[config.mk]
export PLATFORM = sky130hd
export DESIGN_NAME = pcie_dllp_receiver
export DESIGN_NICKNAME = d
export VERILOG_FILES = /design/src/rtl/pcie_dllp_receiver.sv
export SDC_FILE = /design/constraint.sdc
export NUM_CORES = 1
export LEC_CHECK = 0
export CAP_MARGIN = 20
export CORE_MARGIN = 8
export CORE_UTILIZATION = 61
export DETAILED_ROUTE_END_ITERATION = 7
export PLACE_DENSITY = 0.84
export SLEW_MARGIN = 15
export SYNTH_ARGS = -nofsm -noshare
export SYNTH_HDL_FRONTEND = slang
export SYNTH_SLANG_ARGS = --single-unit
[constraint.sdc]
create_clock -name clk -period 7.8 [get_ports clk]
set_input_delay 1.17 -clock clk [delete_from_list [all_inputs] [get_ports clk]]
set_output_delay 1.17 -clock clk [all_outputs]
set_load 0.05 [all_outputs]
[src/rtl/pcie_dllp_receiver.sv]
// -----------------------------------------------------------------------------
// pcie_dllp_receiver
//
// Purpose : Extracts PCIe Data Link Layer Packets from a 2-symbol-per-clock
//           8b/10b-decoded receive stream. Frames SDP .. 4 DLLP bytes ..
//           2 CRC bytes .. END, checks the DLLP CRC-16, and reports either a
//           good DLLP (type + 24-bit payload) or a discarded one.
//
// Ports   : clk                  - sole clock, rising edge
//           rst                  - asynchronous active-high reset
//           rx_data_i[15:0]      - two symbols; [7:0] earlier, [15:8] later
//           rx_charisk_i[1:0]    - K-character flag per byte (bit0 = [7:0])
//           rx_err_i[1:0]        - decode/disparity error per byte
//           rx_dllp_valid_o      - one-cycle pulse, good DLLP delivered
//           rx_dllp_type_o[7:0]  - DLLP byte 0, held until next good DLLP
//           rx_dllp_data_o[23:0] - DLLP bytes 1..3 (byte 1 in [23:16]), held
//           rx_dllp_bad_o        - one-cycle pulse, DLLP discarded
//           rx_dllp_bad_count_o  - saturating discard counter (only when
//                                  PCIE_DLLP_RX_STATS_EN is defined)
//
// Build option: define PCIE_DLLP_RX_STATS_EN to add the discard counter port.
// -----------------------------------------------------------------------------
module pcie_dllp_receiver (
    input  logic        clk,
    input  logic        rst,
    input  logic [15:0] rx_data_i,
    input  logic [1:0]  rx_charisk_i,
    input  logic [1:0]  rx_err_i,
    output logic        rx_dllp_valid_o,
    output logic [7:0]  rx_dllp_type_o,
    output logic [23:0] rx_dllp_data_o,
    output logic        rx_dllp_bad_o
`ifdef PCIE_DLLP_RX_STATS_EN
    ,
    output logic [15:0] rx_dllp_bad_count_o
`endif
);

    localparam logic [7:0] SYM_SDP = 8'h5C;
    localparam logic [7:0] SYM_END = 8'hFD;

    typedef enum logic {IDLE, BODY} state_t;

    state_t      state_q, state_d;
    logic [2:0]  idx_q, idx_d;
    logic [31:0] body_q, body_d;      // DLLP bytes 0..3, byte 0 in [31:24]
    logic [15:0] crc_rx_q, crc_rx_d;  // received CRC, byte 4 in [15:8]
    logic        good_d, bad_d;
    logic [31:0] good_body_d;

    logic        rx_dllp_valid_q, rx_dllp_bad_q;
    logic [7:0]  rx_dllp_type_q;
    logic [23:0] rx_dllp_data_q;

    logic [7:0]  lane_byte;
    logic        lane_k, lane_err, lane_sdp, lane_abort;

    // DLLP CRC-16 (poly 0x100B, seed 0xFFFF). Each byte enters bit 0 first;
    // the remainder is complemented and fully bit-reversed so that the
    // result's [15:8] is the first transmitted CRC byte.
    function automatic logic [15:0] dllp_crc(input logic [31:0] d);
        logic [15:0] r;
        logic [15:0] c;
        logic [15:0] o;
        logic        fb;
        r = 16'hFFFF;
        for (int bi = 0; bi < 4; bi++) begin
            for (int ti = 0; ti < 8; ti++) begin
                fb = r[15] ^ d[24 - 8*bi + ti];
                r  = {r[14:0], 1'b0};
                if (fb) r = r ^ 16'h100B;
            end
        end
        c = ~r;
        for (int ki = 0; ki < 16; ki++) o[ki] = c[15 - ki];
        return o;
    endfunction

    // Walk both byte lanes in order, carrying the framing state from lane 0
    // into lane 1 so that SDP/END may fall in either lane.
    always_comb begin
        state_d     = state_q;
        idx_d       = idx_q;
        body_d      = body_q;
        crc_rx_d    = crc_rx_q;
        good_d      = 1'b0;
        bad_d       = 1'b0;
        good_body_d = {rx_dllp_type_q, rx_dllp_data_q};
        lane_byte   = 8'h00;
        lane_k      = 1'b0;
        lane_err    = 1'b0;
        lane_sdp    = 1'b0;
        lane_abort  = 1'b0;
        for (int li = 0; li < 2; li++) begin
            lane_byte  = rx_data_i[li*8 +: 8];
            lane_k     = rx_charisk_i[li];
            lane_err   = rx_err_i[li];
            lane_sdp   = lane_k && (lane_byte == SYM_SDP);
            lane_abort = 1'b0;
            if (state_d == IDLE) begin
                if (lane_sdp) begin
                    state_d = BODY;
                    idx_d   = 3'd0;
                end
            end else begin
                lane_abort = lane_err
                           || ((idx_d != 3'd6) && lane_k)
                           || ((idx_d == 3'd6) && !(lane_k && (lane_byte == SYM_END)));
                if (lane_abort) begin
                    // Two aborts in one cycle collapse into a single bad pulse.
                    bad_d = 1'b1;
                    idx_d = 3'd0;
                    if (!lane_sdp) state_d = IDLE;
                end else if (idx_d == 3'd6) begin
                    state_d = IDLE;
                    idx_d   = 3'd0;
                    if (dllp_crc(body_d) == crc_rx_d) begin
                        good_d      = 1'b1;
                        good_body_d = body_d;
                    end else begin
                        bad_d = 1'b1;
                    end
                end else begin
                    case (idx_d)
                        3'd0:    body_d[31:24]  = lane_byte;
                        3'd1:    body_d[23:16]  = lane_byte;
                        3'd2:    body_d[15:8]   = lane_byte;
                        3'd3:    body_d[7:0]    = lane_byte;
                        3'd4:    crc_rx_d[15:8] = lane_byte;
                        default: crc_rx_d[7:0]  = lane_byte;
                    endcase
                    idx_d = idx_d + 3'd1;
                end
            end
        end
    end

    always_ff @(posedge clk or posedge rst) begin
        if (rst) begin
            state_q         <= IDLE;
            idx_q           <= 3'd0;
            body_q          <= 32'h0;
            crc_rx_q        <= 16'h0;
            rx_dllp_valid_q <= 1'b0;
            rx_dllp_bad_q   <= 1'b0;
            rx_dllp_type_q  <= 8'h00;
            rx_dllp_data_q  <= 24'h0;
        end else begin
            state_q         <= state_d;
            idx_q           <= idx_d;
            body_q          <= body_d;
            crc_rx_q        <= crc_rx_d;
            rx_dllp_valid_q <= good_d;
            // A good completion is never followed by an abort in the same
            // cycle, but the mask keeps the two pulses exclusive by design.
            rx_dllp_bad_q   <= bad_d & ~good_d;
            if (good_d) begin
                rx_dllp_type_q <= good_body_d[31:24];
                rx_dllp_data_q <= good_body_d[23:0];
            end
        end
    end

`ifdef PCIE_DLLP_RX_STATS_EN
    logic [15:0] bad_count_q;

    always_ff @(posedge clk or posedge rst) begin
        if (rst) begin
            bad_count_q <= 16'h0;
        end else if (bad_d && !good_d && (bad_count_q != 16'hFFFF)) begin
            bad_count_q <= bad_count_q + 16'd1;
        end
    end

    assign rx_dllp_bad_count_o = bad_count_q;
`endif

    assign rx_dllp_valid_o = rx_dllp_valid_q;
    assign rx_dllp_bad_o   = rx_dllp_bad_q;
    assign rx_dllp_type_o  = rx_dllp_type_q;
    assign rx_dllp_data_o  = rx_dllp_data_q;

endmodule

==> results.ini, run 1 <==
[logic_synthesis]
syn-num-nets=769
yosysSeqAreaShare_pct=29.2
ys_ff_latch=86
synthArstFlopShare_pct=100
synth_area_um2=7370
ys_types=55
ys.flop_type=dfrtp_1
synth_cells=745
avgSynthCellArea_um2=9.89
synth-edff-count=0
synth_area_leaders=dfrtp_1 29%, xnor2_1 16%, mux2i_1 8.4%
yosys_warnings=0
synth_top_area_share_pct=29.2
yosys.area.top_type=dfrtp_1

[routing]
drtIter0Drc=558
drtAntennaViolNets=0
dr.pass1.iters=5
wl_per_cell_um=25.2
wl_um=23500
via_count=5846
avgViaCountPerCell=6.27
route.detailed.drc=0

[pwr]
power_frac_comb_pct=61.4
p_seq_share_pct=19.9
leakagePower_nw=3.86
p_total_w=0.00230
clockPowerShare_pct=18.7
ir_drop_mv=0.132
p_per_area_nw_per_um2=276
switchingPower_w=0.000906
sw_frac_of_total_pct=39.4
p_int_w=0.00139

[floorplan]
io_pins=56
rows=40
dieArea_um2=15900
die_w_um=126
start_util_pct=61.9
die_y_um=126
core_um2=11900

[placement]
gp_congestion=1.02
post-place-cells=919
hpwl_um=18000
portBuffers=55

[sta]
slew_headroom_pct=29.6
whs_ns=0.493
finalSetupViolCount=0
final.setup_skew_ns=0.00861
fin_crit_ns=7.07
final_hold_viol_count=0
period_share_pct=90.7
rsz0062_at_grt=no
tns_ns=0
max_freq_mhz=141
worst_pin_slew_ns=1.06
slew_viol_final=0

[clock_network]
cts_max_path_buffers=2
clock-sinks=86
htree_levels=3
clk_latency_ns=0.35
cts_setup_buffers=0
root_buffer=clkbuf_16
tritoncts=yes
cts_made_buffers=9
cts-resized-gates=0
ctsHoldBuffers=0
cts.reportedPaths.clkPinSlew_ns=0.06

[cells_and_area]
final_common_cell=xnor2_1
fin_cells=933
multi_input_area_um2=4990
layout.nets=807
diodes=0
final-seq-area_um2=2150
final_cell_mix=138 x xnor2_1, 86 x dfrtp_1, 69 x nor2_1
post_route_cells_drive_above_1_share_pct=7.51
fillers=915
area.growth.synth_to_final_pct=13.0

[worst_hold_path]
hp-start=rx_dllp_data_o[6]$_DFFE_PP0P_
hp-class=reg2reg

[worst_setup_path]
critical_path.startpoint_type=input port
startpoint=rx_charisk_i[0]
path_class=in2reg
path_max_fanout=11
r2r_slack_ns=1.57
cp.arrival_ns=7.35
worstSetupEndpointType=register
r2r_start=idx_q[2]$_DFF_PP0_
cp.required_ns=8.08

[global_routing]
first_global_vias=5930
grt_pass1_wl_um=35800
grt_use_total_pct=29.9
overflow=0
grt_antenna_before_repair=0
grt_max_degree=54

[run]
drv_cap=0

[run_status]
outcome=finished clean

## flip-flops by register name, summed over array words and instances (netlist names)
register         flops
body_q              32
rx_dllp_data_o      24
crc_rx_q            16
rx_dllp_type_o       8
idx_q                3
rx_dllp_bad_o        1
rx_dllp_valid_o      1
state_q              1
## cell usage after synthesis (7+ instances only)
master,count
xnor2_1,138
dfrtp_1,86
nor2_1,69
mux2i_1,62
a21oi_1,53
xor2_1,47
nand2_1,46
xnor3_1,27
clkbuf_1,26
inv_1,18
mux2_2,18
nand3_1,15
nor3_1,10
o221ai_1,10
o21ai_0,9
xor3_1,9
a31oi_1,7
buf_2,7
## area by class of cell
cell class	instances	share of cell area (%)
well taps	147	2.21
clock buffers	10	2.87
repair buffers	68	7.78
clock inverters	4	0.586
multi-input cells	600	59.9
flip-flops and latches	86	25.8
inverters	18	0.826
## worst max-delay path, cell delays in order
cell and delay, ns:
clkdlybuf4s50_1 0.52, nor4b_4 0.55, nand2_1 0.54, mux2i_1 0.46, xnor2_1 0.28, xnor3_1 0.52, xor2_2 0.43, xnor2_4 0.24
xnor3_1 0.47, or4_1 0.52, mux2i_1 0.21, and4b_1 0.32, nand3_1 0.32, o21bai_1 0.54, a221o_1 0.24
## routing by layer
layer	vias to the layer above	global-route usage [%]	part of all wire (%)
met2	305	45.5	44
met3	76	7.72	9.3
met4	0	15.3	5.1
li1	2620	-	-
met5	-	0	0
met1	2845	38.5	41
## path summary, 6_finish.rpt
check                                            endpoint  cells after the start
min in group asynchronous  rx_dllp_data_o[10]$_DFFE_PP0P_                      2
max in group asynchronous           crc_rx_q[4]$_DFF_PP0_                      3
max reg2reg                rx_dllp_data_o[16]$_DFFE_PP0P_                     14
min                         rx_dllp_data_o[6]$_DFFE_PP0P_                      2
max                        rx_dllp_data_o[16]$_DFFE_PP0P_                     15
min reg2reg                 rx_dllp_data_o[6]$_DFFE_PP0P_                      2
## power by group through the flow
stage / logic, W / registers, W / clock network (W)
finish: 0.00141 / 0.000458 / 0.000430
global route: 0.00152 / 0.000458 / 0.000446
CTS: 0.00140 / 0.000457 / 0.000433
detailed placement: 0.00139 / 0.000466 / 0
global placement: 0.00136 / 0.000466 / 0
floorplan: 0.00116 / 0.000458 / 0
## cell families (layout without fill, tap and decap cells)
kind of cell / after synthesis / in the layout / share of synthesized area (%)
simple gates: 192 / 192 / 12.8
fa+ha+maj: 2 / 2 / 0.340
compound gates: 98 / 98 / 8.27
mux: 81 / 81 / 11.3
flops: 86 / 86 / 29.2
buf+inv: 59 / 100 / 3.33
xor+xnor: 227 / 227 / 34.7
## stage by stage
step                      util, %  area, µm²  setup WS [ns]
after floorplan                 -       7370           2.10
after global placement       67.5       8040          0.588
after detailed placement     67.5       8040          0.412
after CTS                    69.9       8330          0.792
after global routing         69.9       8330          0.485
final                        69.9       8330          0.728
Power figures use the tool's default switching activity.
==> run 2, diff against run 1 <==
--- a/config.mk
+++ b/config.mk
@@ -10,6 +10,7 @@
 export CORE_UTILIZATION = 61
 export DETAILED_ROUTE_END_ITERATION = 7
 export PLACE_DENSITY = 0.84
+export REMOVE_ABC_BUFFERS = 1
 export SLEW_MARGIN = 15
 export SYNTH_ARGS = -nofsm -noshare
 export SYNTH_HDL_FRONTEND = slang
==> run 2 against run 1 <==
Clock skew up 0.00085 ns. Cell count up 0.54%. Worst hold slack better by 0.010 ns. Wire length down 2.0%. Non-clock buffer count up 3. Sequential share of layout area about the same. Highest routed layer unchanged. Sequential power about the same. Total power up 0.10%. Critical path depth unchanged.
==> results.ini, run 2 (synthesized netlist as in run 1, its figures left out) <==
[cells_and_area]
post_route_cells_drive_above_1_share_pct=7.96  ; was 7.51%
diodes=0  ; unchanged
final_common_cell=xnor2_1  ; unchanged
fillers=948  ; was 915
final_cell_mix=138 x xnor2_1, 86 x dfrtp_1, 69 x nor2_1  ; unchanged
largest_reg_flops=32  ; unchanged
largest_register=body_q  ; unchanged
layout.nets=810  ; was 807
area.growth.synth_to_final_pct=13.1  ; was 13.0%

[clock_network]
clock-sinks=86  ; unchanged
root_buffer=clkbuf_16  ; unchanged
cts_made_buffers=9  ; unchanged
tritoncts=yes  ; unchanged
cts_setup_buffers=0  ; unchanged
ctsHoldBuffers=0  ; unchanged
cts-resized-gates=0  ; unchanged
htree_levels=3  ; unchanged
clk_latency_ns=0.36  ; was 0.35 ns
cts_max_path_buffers=2  ; unchanged
cts.reportedPaths.clkPinSlew_ns=0.07  ; was 0.06 ns

[global_routing]
met3_usage_pct=5.65  ; was 7.72%
overflow=0  ; unchanged
grt_use_total_pct=29.4  ; was 29.9%
grt_use_met1_pct=37.6  ; was 38.5%
grt_use_met2_pct=46.3  ; was 45.5%
busiest_layer=met2  ; unchanged
grt_antenna_before_repair=0  ; unchanged
grt_max_degree=87  ; was 54
first_global_vias=5971  ; was 5930
grt_pass1_wl_um=35200  ; was 35800 µm

[placement]
hpwl_um=17500  ; was 18000 µm
portBuffers=55  ; unchanged
gp_congestion=1.02  ; about the same

[floorplan]
rows=40  ; unchanged
die_y_um=126  ; unchanged
io_pins=56  ; unchanged
core_um2=11900  ; unchanged
dieArea_um2=15900  ; unchanged
start_util_pct=61.9  ; unchanged
die_w_um=126  ; unchanged

[sta]
period_share_pct=90.3  ; was 90.7%
final.setup_skew_ns=0.00946  ; was 0.00861 ns
worst_pin_slew_ns=0.941  ; was 1.06 ns
rsz0062_at_grt=no  ; unchanged
final_hold_viol_count=0  ; unchanged
fin_crit_ns=7.04  ; was 7.07 ns
whs_ns=0.503  ; was 0.493 ns
tns_ns=0  ; unchanged
slew_headroom_pct=36.8  ; was 29.6%
slew_viol_final=0  ; unchanged
max_freq_mhz=142  ; was 141 MHz
finalSetupViolCount=0  ; unchanged

[worst_setup_path]
cp.arrival_ns=7.28  ; was 7.35 ns
crit_family=XOR/XNOR gates  ; was simple AND/OR/NAND/NOR gates
critical_path.startpoint_type=input port  ; unchanged
r2r_end=rx_dllp_type_o[4]$_DFFE_PP0P_  ; was rx_dllp_data_o[16]$_DFFE_PP0P_
r2r_cells=14  ; unchanged
path_cells=clkdlybuf4s50_1, or4b_1, nor2_1, mux2i_1, xor2_1, xnor3_1, xnor2_2, xnor2_1, xor2_1, xnor2_1, mux2i_1, and4b_1, a31oi_2, buf_4, mux2_2  ; was clkdlybuf4s50_1, nor4b_4, nand2_1, mux2i_1, xnor2_1, xnor3_1, xor2_2, xnor2_4, xnor3_1, or4_1, mux2i_1, and4b_1, nand3_1, o21bai_1, a221o_1
worstSetupEndpointType=register  ; unchanged
path_buf_inv=2  ; was 1
path_class=in2reg  ; unchanged
slowest_stage=or4b_1  ; was nor4b_4
cp.required_ns=8.04  ; was 8.08 ns
slowest_delay_ns=0.69  ; was 0.55 ns
r2r_slack_ns=1.60  ; was 1.57 ns
path_max_fanout=16  ; was 11
r2r_start=idx_q[2]$_DFF_PP0_  ; unchanged
startpoint=rx_charisk_i[0]  ; unchanged

[pwr]
leakagePower_nw=3.84  ; was 3.86 nW
ir_drop_mv=0.148  ; was 0.132 mV
p_per_area_nw_per_um2=276  ; about the same

[routing]
via_count=5965  ; was 5846
wl_per_cell_um=24.5  ; was 25.2 µm
route.detailed.drc=0  ; unchanged
dr.pass1.iters=5  ; unchanged
wl_um=23000  ; was 23500 µm
avgViaCountPerCell=6.36  ; was 6.27
drtIter0Drc=781  ; was 558
drtAntennaViolNets=0  ; unchanged

[worst_hold_path]
hp-start=rx_dllp_data_o[4]$_DFFE_PP0P_  ; was rx_dllp_data_o[6]$_DFFE_PP0P_
hp-class=reg2reg  ; unchanged
hold_path_end=rx_dllp_data_o[4]$_DFFE_PP0P_  ; was rx_dllp_data_o[6]$_DFFE_PP0P_
whs_path_depth=2  ; unchanged

[run_status]
outcome=finished clean  ; unchanged

[run]
drv_cap=0  ; unchanged

run 2: cell types whose count changed in the layout (fill, tap and decap cells not counted), sizes merged:
cell	delta
bufinv	-1
buf	+3
clkinv	-1
clkinvlp	+3
clkbuf	+1
run 2: report_power, final:
group / switching, W / internal, W / leakage (nW)
Sequential: 0.00000913 / 0.000449 / 1.20
Clock: 0.000194 / 0.000216 / 0.122
Combinational: 0.000742 / 0.000692 / 2.52
Total: 0.000945 / 0.00136 / 3.84
run 2: per-stage QoR:
step           power (W)  setup WS, ns  cell area [µm²]  utilization [%]  std cells
2_1_floorplan    0.00161          1.17             7190                -        704
5_1_grt          0.00241         0.605             8330             69.9        938
6_report         0.00230         0.760             8330             69.9        938
3_3_place_gp     0.00182         0.690             8050             67.6        922
3_5_place_dp     0.00186         0.495             8050             67.6        922
4_1_cts          0.00228         0.864             8320             69.9        938
run 2: layer usage:
layer / vias up / routed length (µm)
met5: - / 0
met2: 322 / 10600
met1: 2933 / 9160
met4: 0 / 1070
li1: 2642 / -
met3: 68 / 2230
run 2: how the worst max path moves through the flow:
stage	end	slack, ns	cells after the start
detailed placement	rx_dllp_type_o[4]$_DFFE_PP0P_	0.49	15
floorplan	rx_dllp_data_o[10]$_DFFE_PP0P_	1.17	13
CTS	rx_dllp_type_o[4]$_DFFE_PP0P_	0.86	15
global route	rx_dllp_data_o[14]$_DFFE_PP0P_	0.60	15
finish	rx_dllp_type_o[4]$_DFFE_PP0P_	0.76	15
global placement	rx_dllp_data_o[15]$_DFFE_PP0P_	0.69	15
run 2: worst reg2reg max path, stage by stage (launching register included):
cell,delay (ns)
dfrtp_1,0.48
or4b_1,0.70
nor2_1,0.40
mux2i_1,0.59
xor2_1,0.51
xnor3_1,0.65
xnor2_2,0.24
xnor2_1,0.45
xor2_1,0.23
xnor2_1,0.16
mux2i_1,0.12
and4b_1,0.26
a31oi_2,0.54
buf_4,0.37
mux2_2,0.38
run 2: cell type report:
cell class              count  area (µm²)  area share [%]
multi-input cells         600        4980            59.8
clock buffers              11         233            2.79
well taps                 147         184            2.21
repair buffers             71         674            8.09
clock inverters             5        36.3           0.436
inverters                  18        68.8           0.826
flip-flops and latches     86        2150            25.8
==> run 3, diff against run 2 <==
--- a/config.mk
+++ b/config.mk
@@ -7,9 +7,9 @@
 export LEC_CHECK = 0
 export CAP_MARGIN = 20
 export CORE_MARGIN = 8
-export CORE_UTILIZATION = 61
+export CORE_UTILIZATION = 30
 export DETAILED_ROUTE_END_ITERATION = 7
-export PLACE_DENSITY = 0.84
+export PLACE_DENSITY = 0.48
 export REMOVE_ABC_BUFFERS = 1
 export SLEW_MARGIN = 15
 export SYNTH_ARGS = -nofsm -noshare
==> run 3 against run 2 <==
Register-to-register slack worse by 0.09 ns. Highest routed layer unchanged. Via count down 7.3%. Sequential power about the same. Total power up 2.4%. First-iteration DRC count down 43%. Largest power group unchanged. Global-route usage down 13 points. Critical path type unchanged. Critical endpoint unchanged.
==> results.ini, run 3 (synthesized netlist as in run 1, its figures left out) <==
[sta]
fin_crit_ns=6.75  ; was 7.04 ns
period_share_pct=86.5  ; was 90.3%
finalSetupViolCount=0  ; unchanged
final.setup_skew_ns=0.0111  ; was 0.00946 ns
tns_ns=0  ; unchanged
slew_viol_final=0  ; unchanged
final_hold_viol_count=0  ; unchanged
max_freq_mhz=148  ; was 142 MHz
worst_pin_slew_ns=1.04  ; was 0.941 ns
slew_headroom_pct=30.9  ; was 36.8%
rsz0062_at_grt=no  ; unchanged
worst_slack_ns=1.05  ; was 0.760 ns

[cells_and_area]
largest_reg_flops=32  ; unchanged
layout.nets=816  ; was 810
multi_input_area_um2=4990  ; was 4980 µm²
final-seq-area_um2=2150  ; unchanged
largest_register=body_q  ; unchanged
area.growth.synth_to_final_pct=17.4  ; was 13.1%
final_cell_mix=138 x xnor2_1, 86 x dfrtp_1, 69 x nor2_1  ; unchanged
stdcell_area_um2=8650  ; was 8330 µm²
fin_cells=1120  ; was 938
fillers=2475  ; was 948
fin_util_pct=35.7  ; was 69.9%
diodes=0  ; unchanged
final_common_cell=xnor2_1  ; unchanged
post_route_cells_drive_above_1_share_pct=8.67  ; was 7.96%

[global_routing]
grt_use_total_pct=16.8  ; was 29.4%
grt_pass1_wl_um=37600  ; was 35200 µm
grt_max_degree=48  ; was 87
overflow=0  ; unchanged
first_global_vias=5613  ; was 5971
grt_antenna_before_repair=0  ; unchanged

[worst_setup_path]
path_max_fanout=31  ; was 16
worstSetupEndpointType=register  ; unchanged
critical_path.startpoint_type=input port  ; unchanged
cp.required_ns=8.04  ; about the same
cp.arrival_ns=6.99  ; was 7.28 ns
path_class=in2reg  ; unchanged
r2r_slack_ns=1.51  ; was 1.60 ns

[routing]
drtAntennaViolNets=0  ; unchanged
route.detailed.drc=0  ; unchanged
wl_per_cell_um=22.4  ; was 24.5 µm
dr.pass1.iters=5  ; unchanged
via_count=5528  ; was 5965
avgViaCountPerCell=4.94  ; was 6.36
wl_um=25000  ; was 23000 µm
drtIter0Drc=447  ; was 781

[pwr]
clockPowerShare_pct=20.5  ; was 17.8%
p_seq_share_pct=19.4  ; was 19.9%
power_frac_comb_pct=60.1  ; was 62.3%
ir_drop_mv=0.124  ; was 0.148 mV
switchingPower_w=0.000927  ; was 0.000945 W
sw_frac_of_total_pct=39.3  ; was 41.1%
leakagePower_nw=3.91  ; was 3.84 nW
p_int_w=0.00143  ; was 0.00136 W
p_per_area_nw_per_um2=272  ; was 276 nW/µm²

[clock_network]
cts_max_path_buffers=2  ; unchanged
htree_levels=3  ; unchanged
cts_made_buffers=9  ; unchanged
tritoncts=yes  ; unchanged
cts.reportedPaths.clkPinSlew_ns=0.07  ; about the same
cts_setup_buffers=0  ; unchanged
clk_latency_ns=0.36  ; about the same
root_buffer=clkbuf_16  ; unchanged
cts-resized-gates=0  ; unchanged
clock-sinks=86  ; unchanged
ctsHoldBuffers=0  ; unchanged

[run_status]
outcome=finished clean  ; unchanged

[floorplan]
rows=57  ; was 40
core_um2=24200  ; was 11900 µm²
die_w_um=173  ; was 126 µm
start_util_pct=30.4  ; was 61.9%
io_pins=56  ; unchanged
die_y_um=173  ; was 126 µm
dieArea_um2=29800  ; was 15900 µm²

[placement]
gp_congestion=0.895  ; was 1.02
place_ws_ns=0.611  ; was 0.495 ns
place_area_um2=8330  ; was 8050 µm²
hpwl_um=19300  ; was 17500 µm
post-place-cells=1105  ; was 922
portBuffers=55  ; unchanged

[run]
drv_cap=0  ; unchanged

[worst_hold_path]
hp-class=reg2reg  ; unchanged

## run 3: changes by cell type in the layout (fill, tap and decap cells not counted)
| cell | change |
|---|---|
| inv_4 | +1 |
| nor4_2 | -1 |
| clkinvlp_4 | -2 |
| bufinv_16 | +2 |
| a31oi_4 | +1 |
| inv_6 | +3 |
| clkbuf_1 | -2 |
| nor4_1 | +1 |
| a31oi_2 | -1 |
| buf_4 | +7 |
| buf_6 | -1 |
| clkinv_4 | -1 |
| clkinv_2 | -2 |
## run 3: layer usage
layer	track usage [%]	vias up	part of all wire (%)
met1	22.5	2729	46
met2	27.1	129	47
li1	-	2642	-
met5	0	-	0
met3	2.37	28	4.3
met4	5.93	0	2.7
## run 3: power groups by stage
stage | logic, W | clock network (W) | registers, W
CTS | 0.00142 | 0.000493 | 0.000458
finish | 0.00142 | 0.000482 | 0.000458
floorplan | 0.00115 | 0 | 0.000463
detailed placement | 0.00141 | 0 | 0.000466
global route | 0.00154 | 0.000511 | 0.000459
global placement | 0.00141 | 0 | 0.000466
## run 3: cell type report
type	instances	share of cell area [%]
inverters	18	0.810
flip-flops and latches	86	24.9
repair buffers	77	8.28
multi-input cells	600	57.7
clock buffers	9	2.60
clock inverters	6	1.09
well taps	324	4.69
## run 3: path summary, 6_finish.rpt
kind,start,to,cells after the start
hold / removal,rx_dllp_data_o[1]$_DFFE_PP0P_,rx_dllp_data_o[1]$_DFFE_PP0P_,2
hold reg to reg,rx_dllp_data_o[1]$_DFFE_PP0P_,rx_dllp_data_o[1]$_DFFE_PP0P_,2
setup reg to reg,body_q[26]$_DFF_PP0_,rx_dllp_data_o[23]$_DFFE_PP0P_,14
setup / recovery,rx_charisk_i[0],rx_dllp_type_o[4]$_DFFE_PP0P_,15
max in group asynchronous,rst,crc_rx_q[14]$_DFF_PP0_,3
min in group asynchronous,rst,rx_dllp_type_o[5]$_DFFE_PP0P_,2
## run 3: critical path, cell delays in order
cell,delay [ns]
clkdlybuf4s50_1,0.52
nor4b_4,0.57
nand2_1,0.22
buf_4,0.24
mux2i_1,0.33
xor2_1,0.35
xnor2_2,0.19
xor3_2,0.39
xnor3_1,0.58
xor3_1,0.48
and3_1,0.15
o221ai_1,0.20
and4b_1,0.29
a31oi_4,0.85
mux2_2,0.41
## run 3: through the flow
stage               hold WS [ns]  power [W]
detailed placement         0.483    0.00188
floorplan                  0.519    0.00161
finish                     0.504    0.00236
global placement           0.487    0.00187
global route               0.532    0.00251
CTS                        0.503    0.00237
